File: config.mk
export PLATFORM = sky130hd
export DESIGN_NAME = mem_port_arbiter
export DESIGN_NICKNAME = d
export VERILOG_FILES = /design/src/rtl/mem_port_arbiter.sv
export SDC_FILE = /design/constraint.sdc
export NUM_CORES = 1
export LEC_CHECK = 0
export ABC_AREA = 1
export CAP_MARGIN = 20
export CORE_ASPECT_RATIO = 1.25
export CORE_MARGIN = 10
export CORE_UTILIZATION = 36
export DETAILED_ROUTE_END_ITERATION = 10
export PLACE_DENSITY_LB_ADDON = 0.25
export REMOVE_ABC_BUFFERS = 1
export SETUP_SLACK_MARGIN = 0.2
export SYNTH_ARGS = -nofsm -noshare
export SYNTH_HDL_FRONTEND = slang
export SYNTH_SLANG_ARGS = --single-unit
File: constraint.sdc
create_clock -name clk -period 2.8 [get_ports clk]
set_input_delay 0.56 -clock clk [delete_from_list [all_inputs] [get_ports clk]]
set_output_delay 0.56 -clock clk [all_outputs]
set_load 0.1 [all_outputs]
File: src/rtl/mem_port_arbiter.sv
// Two-way arbiter sharing one synchronous 4K x 16 memory port between the CPU
// datapath and the host program loader. One access is granted per clock and the
// loser is stalled. Fairness comes from a registered last-grant pointer plus a
// bounded loader burst lock. Read data comes back one cycle after the grant.

// Per-side read return: flags a granted read and presents the memory output
// in the following cycle, then keeps that word until the next read returns.
module mem_port_rd_ret #(
  parameter int DW = 16
) (
  input  logic          clk,
  input  logic          reset_n,
  input  logic          rd_issue,
  input  logic [DW-1:0] mem_outdata,
  output logic          rvalid,
  output logic [DW-1:0] rdata
);

  logic          rvalid_q, rvalid_d;
  logic [DW-1:0] rdata_q,  rdata_d;

  // The memory output already holds the word in the return cycle, so it is
  // shown directly and also captured for the cycles after.
  always_comb begin
    rvalid_d = rd_issue;
    rdata_d  = rvalid_q ? mem_outdata : rdata_q;
  end

  // Return state; an async reset discards any read still in flight.
  always_ff @(posedge clk or negedge reset_n) begin
    if (!reset_n) begin
      rvalid_q <= 1'b0;
      rdata_q  <= '0;
    end else begin
      rvalid_q <= rvalid_d;
      rdata_q  <= rdata_d;
    end
  end

  assign rvalid = rvalid_q;
  assign rdata  = rdata_d;

endmodule

module mem_port_arbiter #(
  parameter int AW       = 12,
  parameter int DW       = 16,
  parameter int HOLD_MAX = 4
) (
  input  logic          clk,
  input  logic          reset_n,
  // CPU side
  input  logic          cpu_req,
  input  logic          cpu_we,
  input  logic [AW-1:0] cpu_addr,
  input  logic [DW-1:0] cpu_wdata,
  output logic          cpu_stall,
  output logic [DW-1:0] cpu_rdata,
  output logic          cpu_rvalid,
  // loader side
  input  logic          ldr_req,
  input  logic          ldr_we,
  input  logic          ldr_lock,
  input  logic [AW-1:0] ldr_addr,
  input  logic [DW-1:0] ldr_wdata,
  output logic          ldr_gnt,
  output logic [DW-1:0] ldr_rdata,
  output logic          ldr_rvalid,
  // memory side
  output logic [AW-1:0] mem_adress,
  output logic          mem_write,
  output logic [DW-1:0] mem_indata,
  input  logic [DW-1:0] mem_outdata
);

  localparam int NUM_SIDES = 2;
  localparam int SIDE_CPU  = 0;
  localparam int SIDE_LDR  = 1;
  localparam int CNT_W     = $clog2(HOLD_MAX + 1);
  localparam logic [CNT_W-1:0] HOLD_CNT = CNT_W'(HOLD_MAX);

  typedef enum logic { GNT_CPU = 1'b0, GNT_LDR = 1'b1 } grant_e;

  typedef struct packed {
    logic          req;
    logic          we;
    logic [AW-1:0] addr;
    logic [DW-1:0] wdata;
  } port_req_t;

  port_req_t cpu_r, ldr_r;

  grant_e           last_grant_q, last_grant_d;
  logic [CNT_W-1:0] burst_cnt_q,  burst_cnt_d;

  logic cpu_gnt, ldr_win, hold_ldr;

  logic [NUM_SIDES-1:0]         rd_issue;
  logic [NUM_SIDES-1:0]         rvalid_arr;
  logic [NUM_SIDES-1:0][DW-1:0] rdata_arr;

  assign cpu_r = '{req: cpu_req, we: cpu_we, addr: cpu_addr, wdata: cpu_wdata};
  assign ldr_r = '{req: ldr_req, we: ldr_we, addr: ldr_addr, wdata: ldr_wdata};

  // Grant decision: a lone requester wins; on a tie the loader may keep the
  // port for a bounded locked burst, otherwise the side not served last wins.
  always_comb begin
    hold_ldr = (last_grant_q == GNT_LDR) && ldr_lock && (burst_cnt_q < HOLD_CNT);
    ldr_win  = ldr_r.req && (!cpu_r.req || hold_ldr || (last_grant_q == GNT_CPU));
    cpu_gnt  = cpu_r.req && !ldr_win;
  end

  assign ldr_gnt   = ldr_win;
  assign cpu_stall = cpu_r.req && !cpu_gnt;

  // Memory port mux; the CPU address is parked on the bus when idle. Writes
  // are suppressed while reset is held so nothing lands during reset.
  always_comb begin
    mem_adress = ldr_gnt ? ldr_r.addr  : cpu_r.addr;
    mem_indata = ldr_gnt ? ldr_r.wdata : cpu_r.wdata;
    mem_write  = reset_n && ((cpu_gnt && cpu_r.we) || (ldr_gnt && ldr_r.we));
  end

  // Next pointer and burst length: the burst only grows while the CPU is
  // actually waiting on a locked loader, and any break in that restarts it.
  always_comb begin
    last_grant_d = last_grant_q;
    if (cpu_gnt)      last_grant_d = GNT_CPU;
    else if (ldr_gnt) last_grant_d = GNT_LDR;

    burst_cnt_d = burst_cnt_q;
    if (cpu_gnt || !ldr_lock || !cpu_r.req)
      burst_cnt_d = '0;
    else if (ldr_gnt && (burst_cnt_q < HOLD_CNT))
      burst_cnt_d = burst_cnt_q + 1'b1;
  end

  // Arbitration state; reset points at the loader so the first tie goes to the CPU.
  always_ff @(posedge clk or negedge reset_n) begin
    if (!reset_n) begin
      last_grant_q <= GNT_LDR;
      burst_cnt_q  <= '0;
    end else begin
      last_grant_q <= last_grant_d;
      burst_cnt_q  <= burst_cnt_d;
    end
  end

  assign rd_issue[SIDE_CPU] = cpu_gnt && !cpu_r.we;
  assign rd_issue[SIDE_LDR] = ldr_gnt && !ldr_r.we;

  mem_port_rd_ret #(.DW(DW)) u_rd_ret [NUM_SIDES-1:0] (
    .clk         (clk),
    .reset_n     (reset_n),
    .rd_issue    (rd_issue),
    .mem_outdata (mem_outdata),
    .rvalid      (rvalid_arr),
    .rdata       (rdata_arr)
  );

  assign cpu_rvalid = rvalid_arr[SIDE_CPU];
  assign cpu_rdata  = rdata_arr[SIDE_CPU];
  assign ldr_rvalid = rvalid_arr[SIDE_LDR];
  assign ldr_rdata  = rdata_arr[SIDE_LDR];

endmodule

== Yosys cells after proc, flatten, opt, wreduce, memory -nomap -nowiden ==
Index checks and enable logic that the tools add are counted.
Storage, ports and cells
  memories: 0
  register bits after elaboration: 38
  bits in latches: 0
  input bits: 79
  output and inout bits: 65
  RAM bits: 0
  word-level logic and storage cells: 41
  ROM bits: 0
Cells by class
  multiply operators: 0
  bitwise gates (word level): 1
  $lt $le $gt $ge: 1
  add/subtract/negate cells: 1
  mux-type cells: 8
  shift-type cells: 0
  divide/modulo/power cells: 0
  equality and inequality tests: 0
  reductions and logical operators: 24
Operator list (count)
  2-to-1 mux 16 bit: 3
  2-to-1 mux 12 bit: 1
  logical AND 1 bit: 11
  logical NOT 1 bit: 6
  2-to-1 mux 3 bit: 2
  logical OR 1 bit: 5
  nonzero test 2 bit: 2
  adder 3 x 1 -> 3 bit (second input constant): 1
  less-than comparator 3 bit (second input constant): 1
  2-to-1 mux 1 bit: 2
  NOT 1 bit: 1

== Longest topological paths before layout ==
Gate-level depths: netlist of run 1.
  depth in word-level cells: 10
  depth in mapped cells: 8
  gate-level depth less buffers: 7

== Modules after synthesis ==
A second synthesis of run 1 with hierarchy kept.
Unflattened totals
  cell total of the unflattened synthesis: 261
  area, all modules: 1970.6 µm²
By module, submodules not included
  mem_port_rd_ret: instances 2, seq. area each 425.4 µm², cells an instance 69, area each 669.4 µm²
  mem_port_arbiter: instances 1, seq. area each 101.3 µm², cells an instance 123, area each 631.9 µm²

== Least setup slack after synthesis of run 1 ==
Ideal clock, no wire load.
  path kind: in2out
  start point: in cpu_req
  end point: out mem_write
  required time: 2240 ps
  data arrival time: 2265 ps
  stages: 8
  buffers on the path: 1
  slack: -25 ps
  cell sequence: nand2_1 > inv_2 > nand2_2 > nand2_4 > buf_6 > nand2_1 > nand2_1 > nor2_1
On the way
  longest elaborated chain between the ends: 9
  elaborated cells between the ends (all ways): 10
  those cells by class: reduce/logical: 10
Ends and longest elaborated chain
  start, declared: RTL line 53  | input logic cpu_req,
  logical NOT 1 bit: RTL line 109  | ldr_win = ldr_r.req && (!cpu_r.req || hold_ldr || (last_grant_q == GNT_CPU));
  logical OR 1 bit (2 in a row): RTL line 109
  logical AND 1 bit: RTL line 109
  logical NOT 1 bit: RTL line 110  | cpu_gnt = cpu_r.req && !ldr_win;
  logical AND 1 bit: RTL line 110
  logical AND 1 bit: RTL line 121  | mem_write = reset_n && ((cpu_gnt && cpu_r.we) || (ldr_gnt && ldr_r.we));
  logical OR 1 bit *: RTL line 121
  logical AND 1 bit *: RTL line 121
  end, declared: RTL line 71  | output logic mem_write,
Mark *: on every way between the ends. The rest lies on a longest branch, timed or not.

== Final worst setup path of run 1 ==
  start point: in ldr_lock
  end point: out mem_indata[1]
On the way
  longest elaborated chain between the ends: 6
Ends and longest elaborated chain
  start, declared: RTL line 63  | input logic ldr_lock,
  logical AND 1 bit (2 in a row): RTL line 108  | hold_ldr = (last_grant_q == GNT_LDR) && ldr_lock && (burst_cnt_q < HOLD_CNT);
  logical OR 1 bit (2 in a row): RTL line 109
  logical AND 1 bit: RTL line 109
  2-to-1 mux 16 bit: RTL line 120  | mem_indata = ldr_gnt ? ldr_r.wdata : cpu_r.wdata;
  end, declared: RTL line 72  | output logic [DW-1:0] mem_indata,
No other way between the ends.

==> impl_metrics.tcl, run 1 <==
set metrics [dict create \
    cts.sinks 38 \
    drtIter0Drc 39 \
    synth_edf_count 0 \
    cp.required_ps 2240 \
    insertion_delay_ps 280 \
    clock_path_buffers 2 \
    final_cell_area_mm2 0.00407 \
    tightest_slew_ps 762 \
    leakagePower_nw 1.90 \
    slowest_stage "clkdlybuf4s50_1" \
    cp-end-kind "primary output" \
    hold_path.class "in -> async" \
    port_buffers 143 \
    hold_violations 0 \
    setup_viol 0 \
    nets 417 \
    area_delta_synth_final_pct 117 \
    crit_end "mem_indata[1]" \
    remaining_drc_errors 0 \
    core_area_mm2 0.00504 \
    fill_cells 301 \
    post_route_cells_drive_above_1_share_pct 34.3 \
    path_clk_slew_ps 70 \
    multi_input_area_um2 807 \
    syn_area_mm2 0.00187 \
    seq_area_um2 952 \
    die_h_um 101 \
    critPathKind "in -> out" \
    viasPerCell 4.67 \
    dpl_cell_area_mm2 0.00394 \
    syn_inst 193 \
    place.gp.congestion 0.825 \
    vias 1866 \
    ys_types 18 \
    post-route-period-util_pct 89.4 \
    grt_pass1_vias 2041 \
    num_rows 29 \
    htree_levels 2 \
    rsz0062_at_grt "false" \
    die_width_um 84.5 \
    skew_ps 6.28 \
    pin_count 144 \
    diodes 0 \
    postCtsHoldBufs 0 \
    dr.pass1.iters 4 \
    ant_nets 0 \
    worstSetupStartpoint "ldr_lock" \
    max_stage_delay_ps 500 \
    crit_fanout 30 \
    post_cts_buffers 0 \
    detailedPlacementHpwl_mm 6.10 \
    ys_ff_latch 38 \
    start_kind "input port" \
    initial_core_util_pct 37.1 \
    final_common_cell "nand2_1" \
    layout_common_cells "nand2_1, clkdlybuf4s50_1, buf_12" \
    ff2ff_path_depth 1 \
    slew_viol_final 0 \
    wl_per_cell_um 17.5 \
    cp_cell_sequence "clkdlybuf4s50_1, nand2_2, nand2_2, nand2_8, clkinv_8, nand2_1, nand2_1, buf_12" \
    fp.dieArea_mm2 0.00850 \
    grt-ovfl-total 0 \
    grt_max_degree 39 \
    slew-limit-headroom_pct 49.2 \
    antenna_found_initial 0 \
    period_needed_ps 2500 \
    cts_made_buffers 5 \
    arrival_ps 1940 \
    synth_warnings 0 \
    peakVddDrop_mv 0.366 \
    r2r-end "u_rd_ret[0].rdata_q[10]" \
    cts_root_buffer "clkbuf_8" \
    outcome "complete, no violations" \
    wl_mm 7.02 \
    utilization_pct 80.7 \
    r2r_slack_ps 1370 \
    ys_seq_area_share_pct 50.9 \
    clock.fmax_mhz 399 \
    async_flop_share_pct 100 \
    tritoncts "done" \
    cap_viol_max_count 0 \
    synthFlopType "dfrtp_1" \
    whs_ps 351 \
    reg2reg_from "u_rd_ret[0].rvalid" \
    avgSynthCellArea_um2 9.70 \
    powerDensity_mw_per_mm2 746 \
    grt_first_pass_wirelength_mm 10.9 \
    track_usage_pct 16.0 \
]
-- cell usage after synthesis, types with 2 or more instances --
master,n,share of area [%]
nand2_2,2,0.67
buf_6,6,3.6
buf_4,2,0.80
inv_1,4,0.80
dfrtp_1,37,49
nand3_1,4,1.1
nand2_1,92,18
nor2_1,3,0.60
buf_2,2,0.53
inv_2,2,0.40
mux2_2,32,19
-- registers in the layout, indices dropped and copies added (netlist names) --
| name | flops |
|---|---|
| last_grant_q | 1 |
| u_rd_ret.rdata_q | 32 |
| u_rd_ret.rvalid | 2 |
| burst_cnt_q | 3 |
-- logic make-up after synthesis --
kind of cell | count (synthesis) | synth area share, %
compound gates | 1 | 0.401
fa+ha+maj | 1 | 0.668
buf+inv | 17 | 6.48
flops | 38 | 50.9
mux | 32 | 19.3
simple gates | 104 | 22.3
-- routing by layer --
layer | global-route usage [%] | vias to the layer above | part of all wire [%]
met2 | 26.9 | 119 | 49
met4 | 4.06 | 0 | 1.0
met1 | 16.3 | 848 | 36
met3 | 10.1 | 6 | 14
li1 | - | 893 | -
met5 | 0 | - | 0
-- critical path, delay by kind of cell --
kind | cells | cell delay [ps]
AND/OR/NAND/NOR | 5 | 540
buffers and inverters | 3 | 840
-- final cells by class --
type,count,share of cell area (%)
clock buffers,7,1.88
multi-input cells,138,19.8
clock inverters,1,0.738
well taps,62,1.91
inverters,7,0.954
repair buffers,147,51.3
flip-flops and latches,38,23.4
-- where the power goes --
part / switching [W] / internal [W] / leakage, nW
clock network: 0.000175 / 0.000266 / 0.0524
registers: 0.0000289 / 0.000639 / 0.455
logic: 0.00124 / 0.000685 / 1.39
total: 0.00144 / 0.00159 / 1.90
-- worst min-delay path by stage --
stage	from	to	slack [ps]	cells past startpoint
after floorplan	reset_n	burst_cnt_q[0]	260	0
after global placement	last_grant_q	last_grant_q	460	2
after detailed placement	last_grant_q	last_grant_q	470	2
after CTS	reset_n	u_rd_ret[0].rdata_q[6]	350	2
after global routing	reset_n	u_rd_ret[0].rdata_q[12]	390	2
final	reset_n	u_rd_ret[0].rdata_q[12]	350	2
-- metrics by stage --
step / setup WS (ps) / instances / TNS, ps / total power [W]
2_1_floorplan: -31.6 / 183 / -31.6 / 0.00182
3_3_place_gp: 148 / 392 / 0 / 0.00259
3_5_place_dp: 120 / 392 / 0 / 0.00261
4_1_cts: 187 / 400 / 0 / 0.00306
5_1_grt: 215 / 400 / 0 / 0.00313
6_report: 296 / 400 / 0 / 0.00303
-- what timing repair did --
item / 4_1_cts / 5_1_grt
setup endpoints to repair: 9 / 28
pin swaps: 0 / 0
resized for setup: 1 / 4
(Power assumes the default switching activity.)
==> run 2: changes to the inputs <==
--- a/config.mk
+++ b/config.mk
@@ -13,7 +13,7 @@
 export DETAILED_ROUTE_END_ITERATION = 10
 export PLACE_DENSITY_LB_ADDON = 0.25
 export REMOVE_ABC_BUFFERS = 1
-export SETUP_SLACK_MARGIN = 0.2
+export SETUP_SLACK_MARGIN = 0.15
 export SYNTH_ARGS = -nofsm -noshare
 export SYNTH_HDL_FRONTEND = slang
 export SYNTH_SLANG_ARGS = --single-unit
==> run 2 against run 1 <==
Against the previous run:
- clock skew about the same
- die area unchanged
- critical path depth unchanged
- total power about the same
- worst setup slack worse by 54 ps
- non-clock buffer count unchanged
- final area down 0.34%
- maximum frequency down 2.1%
- sequential share of layout area up 0.079 points
- routed wire length about the same
- via count down 0.21%
- largest power group unchanged
==> impl_metrics.tcl, run 2 (same netlist as run 1, synthesis figures left out) <==
set metrics [dict create \
    initial_core_util_pct 37.1 \
    die_h_um 101 \
    track_usage_pct 16.0 \
    reg2reg_from "u_rd_ret[0].rvalid" \
    seqPwrFrac_pct 22.0 \
    crit_fanout 30 \
    power_frac_clock_pct 14.6 \
    start_kind "input port" \
    antenna_found_initial 0 \
    wl_mm 7.01 \
    detailedPlacementHpwl_mm 6.10 \
    tritoncts "done" \
    place.gp.congestion 0.825 \
    grt-ovfl-total 0 \
    post_route_cells_drive_above_1_share_pct 34.3 \
    r2r_slack_ps 1370 \
    grt_pass1_vias 2041 \
    hold_violations 0 \
    place_ws_ps 120 \
    ff2ff_path_depth 1 \
    num_rows 29 \
    cts.sinks 38 \
    cap_viol_max_count 0 \
    cts_root_buffer "clkbuf_8" \
    slew_viol_final 0 \
    p_switching_w 0.00144 \
    internal-power_w 0.00159 \
    power.total_w 0.00303 \
    peakVddDrop_mv 0.366 \
    worstSetupStartpoint "ldr_lock" \
    insertion_delay_ps 280 \
    place_inst 392 \
    powerDensity_mw_per_mm2 748 \
    crit_end "mem_indata[1]" \
    whs_ps 350 \
    outcome "complete, no violations" \
    period_needed_ps 2560 \
    final_common_cell "nand2_1" \
    r2r-end "u_rd_ret[0].rdata_q[10]" \
    cp.required_ps 2240 \
    clock.fmax_mhz 391 \
    hold_path.class "in -> async" \
    cp-end-kind "primary output" \
    largest_reg_flops 32 \
    setup_viol 0 \
    diodes 0 \
    pin_count 144 \
    critPathKind "in -> out" \
    grt_first_pass_wirelength_mm 10.9 \
    ant_nets 0 \
    fp.dieArea_mm2 0.00850 \
    die_width_um 84.5 \
    path_clk_slew_ps 70 \
    leakagePower_nw 1.90 \
    wl_per_cell_um 17.5 \
    combPwrFrac_pct 63.4 \
    remaining_drc_errors 0 \
    slew-limit-headroom_pct 49.1 \
    fin_cells 400 \
    switching_share_pct 47.6 \
    rsz0062_at_grt "false" \
    clock_path_buffers 2 \
    cts_made_buffers 5 \
    grt_max_degree 39 \
    port_buffers 143 \
    nets 417 \
    setup_ws_ps 242 \
    viasPerCell 4.66 \
    layout_common_cells "nand2_1, clkdlybuf4s50_1, buf_12" \
    drtIter0Drc 33 \
    post-route-period-util_pct 91.4 \
    htree_levels 2 \
    dr.pass1.iters 4 \
    arrival_ps 2000 \
    postCtsHoldBufs 0 \
    area_delta_synth_final_pct 117 \
    core_area_mm2 0.00504 \
    tightest_slew_ps 763 \
    vias 1862 \
    regMostFlops "u_rd_ret.rdata_q" \
    skew_ps 6.31 \
]
==> run 2: per-layer routing <==
layer	global-route usage, %	up-vias	share of wire, %
met4	4.06	0	1.0
met3	10.1	6	14
met2	26.9	117	49
met5	0	-	0
li1	-	893	-
met1	16.3	846	36
==> run 2: cell type report <==
class	count	area [µm²]
clock buffer	7	76.3
clock inverter	1	30.0
sequential	38	952
tap	62	77.6
multi-input combinational	138	798
fill	304	990
timing repair buffer	147	2090
inverter	7	33.8
==> run 2: repair_timing <==
action / 4_1_cts / 5_1_grt
resized for setup: 1 / 2
setup buffers: 0 / 0
setup endpoints to repair: 1 / 13
==> run 2: through the flow <==
| step | util, % | setup TNS (ps) | instance area, µm² |
|---|---|---|---|
| 2_1_floorplan | - | -31.6 | 1780 |
| 3_3_place_gp | 78.1 | 0 | 3940 |
| 3_5_place_dp | 78.1 | 0 | 3940 |
| 4_1_cts | 80.3 | 0 | 4050 |
| 5_1_grt | 80.4 | 0 | 4050 |
| 6_report | 80.4 | 0 | 4050 |
==> run 2: worst min path at each step <==
stage,start,endpoint,slack [ps],cells past startpoint
6_report,reset_n,u_rd_ret[0].rdata_q[12],350,2
5_1_grt,reset_n,u_rd_ret[0].rdata_q[12],390,2
4_1_cts,reset_n,u_rd_ret[0].rdata_q[6],350,2
3_5_place_dp,last_grant_q,last_grant_q,470,2
3_3_place_gp,last_grant_q,last_grant_q,460,2
2_1_floorplan,reset_n,burst_cnt_q[0],260,0
==> run 2: worst max-delay path, cell delays in order <==
cell and delay (ps):
clkdlybuf4s50_1 500, nand2_2 80, nand2_2 90, nand2_4 140
inv_8 200, nand2_1 100, nand2_1 130, buf_12 190
==> run 2: power groups by stage <==
stage                     combinational [W]  clock (W)  sequential [W]
after floorplan                     0.00114          0        0.000682
after global placement              0.00192          0        0.000672
after detailed placement            0.00193          0        0.000679
after CTS                           0.00194   0.000455        0.000669
after global routing                0.00197   0.000475        0.000677
final                               0.00192   0.000442        0.000668
